## config.mk

```make
export PLATFORM = sky130hd
export DESIGN_NAME = fetch_queue_unit
export DESIGN_NICKNAME = d
export VERILOG_FILES = /design/src/rtl/fetch_queue_unit.sv
export SDC_FILE = /design/constraint.sdc
export NUM_CORES = 1
export LEC_CHECK = 0
export CORE_MARGIN = 1.5
export CORE_UTILIZATION = 45
export CTS_CLUSTER_SIZE = 8
export DETAILED_ROUTE_END_ITERATION = 8
export PLACE_DENSITY = 0.7
export REMOVE_ABC_BUFFERS = 1
export SYNTH_ARGS = -nofsm -noshare
export SYNTH_HDL_FRONTEND = slang
export SYNTH_SLANG_ARGS = --single-unit
```

## constraint.sdc

```tcl
create_clock -name clk -period 12.42 [get_ports clk]
set_input_delay 3.105 -clock clk [delete_from_list [all_inputs] [get_ports clk]]
set_output_delay 3.105 -clock clk [all_outputs]
set_load 0.01 [all_outputs]
```

## src/rtl/fetch_queue_unit.sv

```systemverilog
// Instruction fetch queue feeding the single-cycle LEGv8 core.
// Owns the fetch PC, keeps one word request outstanding to instruction
// memory, and buffers returned {pc, instr} pairs in a small FIFO.
// A redirect flushes the FIFO and discards any stale in-flight response.
//
// Ports:
//   clk, reset          : clock, synchronous active-high reset
//   imem_req/imem_addr  : registered request to instruction memory
//   imem_ack/imem_rdata : request completion and returned instruction
//   inst_valid/ready    : valid/ready handshake to the core
//   inst_out/inst_pc    : FIFO head instruction and its PC
//   redirect_valid/pc   : branch redirect, low two PC bits forced to zero
module fetch_queue_unit #(
    parameter int unsigned       ADDR_W   = 64,
    parameter int unsigned       INSTR_W  = 32,
    parameter int unsigned       DEPTH    = 4,
    parameter logic [ADDR_W-1:0] RESET_PC = '0
) (
    input  logic               clk,
    input  logic               reset,
    output logic               imem_req,
    output logic [ADDR_W-1:0]  imem_addr,
    input  logic               imem_ack,
    input  logic [INSTR_W-1:0] imem_rdata,
    output logic               inst_valid,
    input  logic               inst_ready,
    output logic [INSTR_W-1:0] inst_out,
    output logic [ADDR_W-1:0]  inst_pc,
    input  logic               redirect_valid,
    input  logic [ADDR_W-1:0]  redirect_pc
);

    localparam int unsigned PTR_W = (DEPTH > 1) ? $clog2(DEPTH) : 1;
    localparam int unsigned CNT_W = PTR_W + 1;
    localparam logic [CNT_W-1:0] DEPTH_C = CNT_W'(DEPTH);

    logic [ADDR_W-1:0]  fetch_pc_q, fetch_pc_d;
    logic               req_q, req_d;
    logic [ADDR_W-1:0]  addr_q, addr_d;
    logic               drop_q, drop_d;
    logic [PTR_W-1:0]   head_q, head_d;
    logic [PTR_W-1:0]   tail_q, tail_d;
    logic [CNT_W-1:0]   count_q, count_d;
    logic               valid_q, valid_d;

    logic [ADDR_W-1:0]  pc_mem_q  [DEPTH];
    logic [INSTR_W-1:0] ins_mem_q [DEPTH];

    logic [ADDR_W-1:0]  fetch_pc_nx;
    logic               acked;
    logic               push;
    logic               pop;
    logic               issue;

    // Next-state computation; redirect takes priority over push and pop.
    always_comb begin
        fetch_pc_nx = redirect_valid ? (redirect_pc & ~ADDR_W'(3)) : fetch_pc_q;
        acked       = req_q & imem_ack;
        push        = acked & ~drop_q & ~redirect_valid;
        pop         = valid_q & inst_ready & ~redirect_valid;

        count_d = redirect_valid ? '0 : (count_q + CNT_W'(push) - CNT_W'(pop));
        head_d  = redirect_valid ? tail_q : (head_q + PTR_W'(pop));
        tail_d  = tail_q + PTR_W'(push);
        valid_d = (count_d != '0);

        // A stale response consumes the drop flag; a redirect over an
        // unanswered request arms it so that response is thrown away.
        drop_d = drop_q;
        if (acked && drop_q) begin
            drop_d = 1'b0;
        end
        if (redirect_valid && req_q && !imem_ack) begin
            drop_d = 1'b1;
        end

        // Only issue when the slot the response will need is guaranteed.
        issue      = (~req_q | acked) & (count_d < DEPTH_C);
        req_d      = req_q & ~acked;
        addr_d     = addr_q;
        fetch_pc_d = fetch_pc_nx;
        if (issue) begin
            req_d      = 1'b1;
            addr_d     = fetch_pc_nx;
            fetch_pc_d = fetch_pc_nx + ADDR_W'(4);
        end
    end

    // Control and pointer state.
    always_ff @(posedge clk) begin
        if (reset) begin
            fetch_pc_q <= RESET_PC;
            req_q      <= 1'b0;
            addr_q     <= '0;
            drop_q     <= 1'b0;
            head_q     <= '0;
            tail_q     <= '0;
            count_q    <= '0;
            valid_q    <= 1'b0;
        end else begin
            fetch_pc_q <= fetch_pc_d;
            req_q      <= req_d;
            addr_q     <= addr_d;
            drop_q     <= drop_d;
            head_q     <= head_d;
            tail_q     <= tail_d;
            count_q    <= count_d;
            valid_q    <= valid_d;
        end
    end

    // FIFO storage; contents are meaningless while count is zero.
    always_ff @(posedge clk) begin
        if (push) begin
            pc_mem_q[tail_q]  <= addr_q;
            ins_mem_q[tail_q] <= imem_rdata;
        end
    end

    always_ff @(posedge clk) begin
        if (!reset) begin
            assert (count_q <= DEPTH_C);
        end
    end

    assign imem_req   = req_q;
    assign imem_addr  = addr_q;
    assign inst_valid = valid_q;
    assign inst_out   = ins_mem_q[head_q];
    assign inst_pc    = pc_mem_q[head_q];

endmodule

```

* Word level (Yosys, flattened, before mapping)
Memory sizes are Yosys's and may differ from the RTL's. A register that Yosys moved wholly into a read port is not among the register bits.
Cells that the tools add are included.
** Operators by class
- Add/sub/neg operators :: 5
- Multiply operators :: 0
- Div/mod/pow operators :: 0
- Order comparisons :: 1
- Equality and inequality tests :: 0
- Shift-type cells :: 0
- Mux-type cells :: 11
- Bitwise logic cells :: 12
- Reductions and logical operators :: 6
** Operators by type and width (number)
- 64-bit 2-to-1 mux :: 2
- 64-bit by 3-bit adder with 64-bit output (second input constant) :: 1
- 1-bit bitwise AND :: 7
- 2-bit 2-to-1 mux :: 3
- 1-bit 2-to-1 mux :: 5
- 2-bit by 1-bit adder with 2-bit output :: 2
- 1-bit NOT :: 4
- 3-bit by 1-bit adder with 3-bit output :: 1
- 1-bit logical AND :: 3
- 3-bit less-than comparator (second input constant) :: 1
- 3-bit 2-to-1 mux :: 1
- 3-bit nonzero test :: 1
- 3-bit by 1-bit subtractor with 3-bit output :: 1
- 2-bit nonzero test :: 1
- 1-bit logical NOT :: 1
- 1-bit OR :: 1
** Storage, ports and cells
- Register bits after elaboration :: 138
- Bits in latches :: 0
- RAM bits :: 384
- ROM bits :: 0
- Output and inout port bits :: 162
- Logic and storage cells :: 45
- Memories :: 2
** Memory list
- pc_mem_q :: depth 4, width 64, read ports 1, clocked after memory_dff 1, write ports 1, line 46 : logic [ADDR_W-1:0] pc_mem_q [DEPTH];
- ins_mem_q :: depth 4, width 32, read ports 1, clocked after memory_dff 1, write ports 1, line 47 : logic [INSTR_W-1:0] ins_mem_q [DEPTH];

* Longest topological paths before layout
Gate-level depths: netlist (run 1).
- Word-level depth :: 9
- Gate-level depth with buffers :: 18

* Least setup slack after synthesis (run 1)
OpenSTA, ideal clock, no wires.
- Path kind :: input port to flip-flop
- From :: input port redirect_valid
- To :: memory ins_mem_q[0][0], enable pin
- Library setup time :: 0.689 ns
- Arrival time :: 11.455 ns
- Setup slack :: 0.276 ns
- Stages on the path :: 8
- Buffers on the path :: 6
- Cells stage by stage :: buf_6 buf_8 buf_8 buf_2 buf_4 buf_2 nor3_1 nor3b_1
** Between the ends
- Longest elaborated chain between the ends :: 4
** Ends and longest elaborated chain
- from (decl) :: line 29 : input logic redirect_valid,
- 1-bit NOT :: line 59 : push = acked & ~drop_q & ~redirect_valid;
- 1-bit bitwise AND :: line 59
- 1-bit 2-to-1 mux :: line 114 : if (push) begin
- 1-bit 2-to-1 mux (not written as such) :: line 116 : ins_mem_q[tail_q] <= imem_rdata;
- to (decl) :: line 47
Every way passes these cells.

* Final worst setup path (run 1)
- From :: input port imem_ack
- To :: register fetch_pc_q[63]
** Between the ends
- Longest elaborated chain between the ends :: 9
- Elaborated cells between the ends (all ways) :: 10
** Ends and longest elaborated chain
- from (decl) :: line 23 : input logic imem_ack,
- 1-bit bitwise AND (*) :: line 58 : acked = req_q & imem_ack;
- 1-bit bitwise AND (2 in a row) :: line 59
- 3-bit by 1-bit adder with 3-bit output :: line 62 : count_d = redirect_valid ? '0 : (count_q + CNT_W'(push) - CNT_W'(pop));
- 3-bit by 1-bit subtractor with 3-bit output :: line 62
- 3-bit 2-to-1 mux :: line 62
- 3-bit less-than comparator :: line 78 : issue = (~req_q | acked) & (count_d < DEPTH_C);
- 1-bit bitwise AND (*) :: line 78
- 64-bit 2-to-1 mux (*) :: line 82 : if (issue) begin
- to (signal assigned) :: line 101 : fetch_pc_q <= fetch_pc_d;
- to (decl) :: line 37 : logic [ADDR_W-1:0] fetch_pc_q, fetch_pc_d;
Mark *: on every way between the ends. The rest lies on a longest branch, timed or not.
A chain may end at the register's enable or synchronous reset.

==> results.sh, run 1 <==
export IMPL_fin_crit_ps=7646
export IMPL_clkLatencyLatePin_ps=600
export IMPL_fin_util_pct=57.56
export IMPL_cts_resized=0
export IMPL_final_fill_count=3558
export IMPL_synth_edf_count=384
export IMPL_vias=12330
export IMPL_crit_required_ps=12900
export IMPL_path_max_fanout=46
export IMPL_routed_wl_um=48040
export IMPL_outcome="finished, final reports clean"
export IMPL_grt_pass1_wl_um=73560
export IMPL_reg2reg_slack_ps=7360
export IMPL_grt_pass1_vias=12650
export IMPL_worstReg2RegEnd="fetch_pc_q[63]"
export IMPL_numPortBuffers=260
export IMPL_avgViaCountPerCell=5.538
export IMPL_r2r_cells=12
export IMPL_min_from="fetch_pc_q[0]"
export IMPL_ios=263
export IMPL_period_share_pct=61.56
export IMPL_drt_iter0_markers=742
export IMPL_die_height_um=218.0
export IMPL_root_buffer="clkbuf_16"
export IMPL_synth_area_leaders="edfxtp_1 (55%), dfxtp_1 (13%), mux4_2 (10%)"
export IMPL_worstMarginPinSlew_ps=1000
export IMPL_synth_xor_area_share_pct=1.588
export IMPL_coreArea_mm2=0.04548
export IMPL_critPathLaunch="imem_ack"
export IMPL_p_leak_nw=8.729
export IMPL_muxShareOfSynthArea_pct=13.13
export IMPL_hp_class="flop to flop"
export IMPL_cts_sinks=522
export IMPL_htreeDepth=3
export IMPL_clockBufferDepth=3
export IMPL_reg2reg_from="imem_req"
export IMPL_final_max_slew_viol_count=0
export IMPL_drt_pass1_iterations=5
export IMPL_start_util_pct=45.74
export IMPL_ys_ff_latch=522
export IMPL_die_w_um=218.0
export IMPL_post_cts_setup_buffers=0
export IMPL_area_growth_pct=25.86
export IMPL_fmax_mhz=130.8
export IMPL_skew_ps=15.92
export IMPL_syn_area_per_cell_um2=16.19
export IMPL_grt_remaining_overflow=0
export IMPL_hold_end="fetch_pc_q[0]"
export IMPL_holdPathStages=1
export IMPL_hold_viol=0
export IMPL_avgRoutedWirePerCell_um=21.58
export IMPL_synth_cells=1285
export IMPL_yosysWarnings=0
export IMPL_synth_top_area_cell="edfxtp_1"
export IMPL_gp_congestion=0.8014
export IMPL_grt_max_degree=87
export IMPL_hpwl_um=29730
export IMPL_drive_gt1_share_pct=13.74
export IMPL_grt_antenna_before_repair=6
export IMPL_setup_viol=0
export IMPL_nets=1666
export IMPL_crit_path_start_kind="input pin"
export IMPL_crit_path_end_kind="flop"
export IMPL_holdWs_ps=473.2
export IMPL_cts_tree="yes"
export IMPL_synth_compound_area_share_pct=6.220
export IMPL_setup_tns_final_ps=0
export IMPL_syn_area_mm2=0.02080
export IMPL_grtUsageTotal_pct=20.50
export IMPL_placement_rows=78
export IMPL_relSlewSlack_pct=33.31
export IMPL_drv_cap=0
export IMPL_path_clk_slew_ps=50
export IMPL_synth_top_family_by_area="multiplexers"
export IMPL_hold_buffers=0
export IMPL_route_detailed_drc=0
export IMPL_crit_type="input pin to flop"
export IMPL_yosysUniqueCellTypes=68
export IMPL_ys_seq_area_share_pct=68.72
export IMPL_final_antenna_net_count=0
export IMPL_numCtsBuffers=75
export IMPL_powerDensity_mw_per_mm2=158.5
export IMPL_design_die_area_mm2=0.04752
export IMPL_synth_simple_gate_area_share_pct=8.265
export IMPL_dominantRegCellSynth="edfxtp_1"
export IMPL_cp_arrival_ps=8130
export IMPL_synth_top_cell_area_share_pct=55.44
export IMPL_rsz0062_at_grt="no"
export IMPL_peakVddDrop_mv=0.1069
export IMPL_synth_async_reset_ratio_pct=0
export IMPL_synthAdderAreaFrac_pct=0.2767
worst max-delay path, stage by stage:
cell	delay [ps]
clkdlybuf4s50_1	490
nand2_1	60
nor3_1	500
or3_1	240
nand2_1	60
ha_1	180
fa_1	370
xor3_1	320
o21a_4	500
nand4b_1	810
nor3_1	1000
a311oi_1	200
a41o_1	250
where the power goes:
group | internal (W) | switching [W]
Clock | 0.00118 | 0.000723
Combinational | 0.000146 | 0.000136
Sequential | 0.00193 | 0.0000407
Total | 0.00325 | 0.000899
worst max-delay path by stage:
stage / depth (start not counted) / end / slack [ps]
6_report: 13 / fetch_pc_q[63] / 4770
5_1_grt: 13 / fetch_pc_q[57] / 4440
4_1_cts: 13 / fetch_pc_q[63] / 4820
3_5_place_dp: 13 / fetch_pc_q[63] / 4180
3_3_place_gp: 13 / fetch_pc_q[63] / 4320
2_1_floorplan: 3 / ins_mem_q[0][0] / 1150
through the flow:
| step | std cells | worst slack (ps) | total power (W) | area (µm²) |
|---|---|---|---|---|
| after detailed placement | 2084 | 4183 | 0.002285 | 23940 |
| after global routing | 2226 | 4436 | 0.004302 | 26180 |
| final | 2226 | 4774 | 0.004149 | 26180 |
| after global placement | 2084 | 4315 | 0.002277 | 23940 |
| after floorplan | 1210 | 1155 | 0.002124 | 20450 |
| after CTS | 2223 | 4820 | 0.004204 | 26170 |
Yosys cell counts (3+ instances only):
cell type	instances
dfxtp_1	138
nand3_1	31
a32oi_1	3
a21o_1	6
inv_1	6
nand3b_1	25
mux2_1	3
or3_1	3
a311oi_1	6
a22oi_1	7
mux2_2	4
nor2_1	120
edfxtp_1	384
a211o_1	7
a41o_1	5
xnor2_1	10
buf_1	17
a32o_1	12
nor2b_1	27
nand4b_1	11
nor4_1	8
a21oi_1	28
clkbuf_1	40
a31oi_1	3
a21boi_0	3
mux4_2	96
nand4_1	13
buf_2	11
xor2_1	25
nand2_1	40
nor3b_1	6
ha_1	3
buf_6	4
a211oi_1	66
mux2i_1	49
nor3_1	18
cell usage in the layout, fill, tap and decap left out, types with 7 or more instances in the layout:
master             n
a211o_1            7
a211oi_1          66
a21oi_1           28
a22oi_1            7
a32o_1            12
buf_4             15
clkbuf_1          55
clkbuf_16         78
clkdlybuf4s50_1  258
dfxtp_1          136
edfxtp_1         384
mux2i_1           49
mux4_2            96
nand2_1           40
nand3_1           31
nand3b_1          25
nand4_1           13
nand4b_1          11
nor2_1           119
nor2b_1           27
nor3_1            18
nor4_1             8
xnor2_1           10
xor2_1            25
cells by family (layout without fill, tap and decap cells):
kind of cell,count (synthesis),in the layout
XOR/XNOR,36,36
multiplexers,152,152
adder cells (fa/ha/maj),4,4
flip-flops,522,522
buffers and inverters,81,419
AND/OR/NAND/NOR,322,322
AO/OA/AOI/OAI,168,168
other,0,3
routing by layer:
metal	vias to the layer above	share of wire [%]	GRT usage, %
met2	339	48	32.77
met5	-	0.056	0
met4	4	2.4	8.046
met3	81	6.3	4.700
li1	5685	-	-
met1	6219	43	27.22
state kept, by name (all words and copies together) (netlist names):
name and count:
imem_req 1, drop_q 1, head_q 2, imem_addr 64
inst_valid 1, count_q 3, ins_mem_q 128, pc_mem_q 256
tail_q 2, fetch_pc_q 64
final cells by class:
class	instances	area, µm²	share of cell area [%]
well taps	600	750.7	2.868
inverters	6	22.52	0.08603
clock buffers	134	2172	8.297
multi-input cells	682	6161	23.53
diodes	3	7.507	0.02868
repair buffers	274	2706	10.34
clock inverters	5	57.56	0.2199
flip-flops and latches	522	14300	54.63
No activity file was read; power rests on OpenSTA's default activity.
==> run 2: changes to the inputs <==
clock period = 6.75 ns   (was 12.42 ns; I/O delays follow)
==> run 2 against run 1 <==
Net effect:
- first-iteration DRC count shrank 4.6%
- non-clock buffer count is 8 higher
- via count is 0.12% lower
- global-route usage about the same
- clock skew increased by 6.5 ps
- worst setup slack lost 3100 ps
- final area increased by 0.13%
- sequential power rose by 84%
- die area unchanged
- critical path depth rose by 1
- wire length hardly changed
- core utilization is 0.074 points higher
- largest power group unchanged
- highest routed layer unchanged
==> results.sh, run 2 (synthesis results as in run 1) <==
export IMPL_cts_sinks=522
export IMPL_holdWs_ps=472.3
export IMPL_crit_required_ps=7220
export IMPL_final_max_slew_viol_count=0
export IMPL_routed_wl_um=48020
export IMPL_relSlewSlack_pct=28.05
export IMPL_placement_rows=78
export IMPL_period_share_pct=74.46
export IMPL_path_max_fanout=11
export IMPL_largest_registers="pc_mem_q: 256 flops, ins_mem_q: 128 flops"
export IMPL_fin_util_pct=57.64
export IMPL_grt_pass1_wl_um=73520
export IMPL_grt_max_degree=78
export IMPL_die_w_um=218.0
export IMPL_hp_class="flop to flop"
export IMPL_top_layer="met5"
export IMPL_wl_met3_um=2605
export IMPL_cts_tree="yes"
export IMPL_p_leak_nw=8.749
export IMPL_avgViaCountPerCell=5.531
export IMPL_layout_common_cells="edfxtp_1 (384), clkdlybuf4s50_1 (258), dfxtp_1 (136)"
export IMPL_grtUsageTotal_pct=20.50
export IMPL_hpwl_um=30490
export IMPL_nets=1674
export IMPL_die_height_um=218.0
export IMPL_vias=12310
export IMPL_rsz0062_at_grt="no"
export IMPL_hold_buffers=0
export IMPL_avgRoutedWirePerCell_um=21.57
export IMPL_fin_ws_ps=1724
export IMPL_dp_slack_ps=1104
export IMPL_ios=263
export IMPL_setup_viol=0
export IMPL_root_buffer="clkbuf_16"
export IMPL_powerDensity_mw_per_mm2=288.1
export IMPL_skew_ps=22.39
export IMPL_cts_resized=0
export IMPL_hold_viol=0
export IMPL_route_detailed_drc=0
export IMPL_crit_slowest_cell="nor4_4"
export IMPL_finalPower_w=0.007552
export IMPL_numPortBuffers=260
export IMPL_fin_crit_ps=5026
export IMPL_crit_path_start_kind="input pin"
export IMPL_design_die_area_mm2=0.04752
export IMPL_drt_iter0_markers=708
export IMPL_post_cts_setup_buffers=0
export IMPL_drv_cap=0
export IMPL_grt_pass1_vias=12570
export IMPL_critPathLaunch="imem_ack"
export IMPL_dr_wl_met2_um=23070
export IMPL_peakVddDrop_mv=0.1997
export IMPL_area_growth_pct=26.02
export IMPL_worstMarginPinSlew_ps=1079
export IMPL_top_register="pc_mem_q"
export IMPL_start_util_pct=45.74
export IMPL_gp_congestion=0.8185
export IMPL_reg2reg_from="imem_req"
export IMPL_drive_gt1_share_pct=14.24
export IMPL_final_antenna_net_count=0
export IMPL_final_fill_count=3576
export IMPL_cp_common_cell="nand2_1"
export IMPL_crit_type="input pin to flop"
export IMPL_coreArea_mm2=0.04548
export IMPL_max_stage_delay_ps=740
export IMPL_fmax_mhz=199.0
export IMPL_met1_length_um=21110
export IMPL_crit_path_end_kind="flop"
export IMPL_cp_arrival_ps=5500
export IMPL_clockBufferDepth=3
export IMPL_htreeDepth=3
export IMPL_drt_pass1_iterations=7
export IMPL_grt_antenna_before_repair=6
export IMPL_outcome="finished, final reports clean"
export IMPL_final_common_cell="edfxtp_1"
export IMPL_setup_tns_final_ps=0
export IMPL_clkLatencyLatePin_ps=600
export IMPL_crit_chain="clkdlybuf4s50_1 > nand2_1 > nor3_1 > buf_4 > or3_1 > nand2_1 > ha_1 > fa_1 > xor3_1 > o21a_4 > nand3_2 > nor4_4 > nor2b_1 > mux2_2"
export IMPL_min_from="fetch_pc_q[1]"
export IMPL_numCtsBuffers=75
export IMPL_grt_remaining_overflow=0
export IMPL_largest_register_ffs=256
export IMPL_path_clk_slew_ps=50
## run 2: worst max-delay path: cells and delay by family
kind                       cells  cell delay (ps)
muxes                          1              340
AOI/OAI and AO/OA              1              190
buffers and inverters          2              670
adders and majority gates      2              550
and+or+nand+nor                7             1730
xor gates and xnor gates       1              320
## run 2: layout make-up
type                            count  area, µm²  area share [%]
Clock buffer                      124       2092           7.981
Antenna cell                        4      10.01         0.03819
Clock inverter                      6      71.32          0.2721
Multi-Input combinational cell    682       6161           23.50
Inverter                            6      22.52         0.08592
Timing Repair Buffer              282       2804           10.70
Tap cell                          600      750.7           2.864
Sequential cell                   522      14300           54.56
## run 2: worst paths after layout
check,slack [ps],cells after the start,endpoint
worst max-delay path,1720,14,fetch_pc_q[52]
worst min-delay path,470,1,fetch_pc_q[1]
worst max register to register,2920,13,fetch_pc_q[52]
worst min register to register,470,1,fetch_pc_q[1]
## run 2: power by group
part           switching [W]  total [W]  internal [W]
combinational       0.000249   0.000520      0.000271
sequential         0.0000771    0.00362       0.00355
clock                0.00131    0.00341       0.00210
total                0.00164    0.00755       0.00592
## run 2: stage by stage
stage          cell area, µm²  cells
6_report                26210   2226
3_5_place_dp            24040   2092
2_1_floorplan           20450   1210
3_3_place_gp            24040   2092
4_1_cts                 26200   2222
5_1_grt                 26210   2226
## run 2: routing by layer
layer  global-route usage (%)  up-vias
li1                         -     5712
met1                    27.39     6194
met2                    32.83      316
met3                    4.812       87
met4                    7.379        4
met5                        0        -
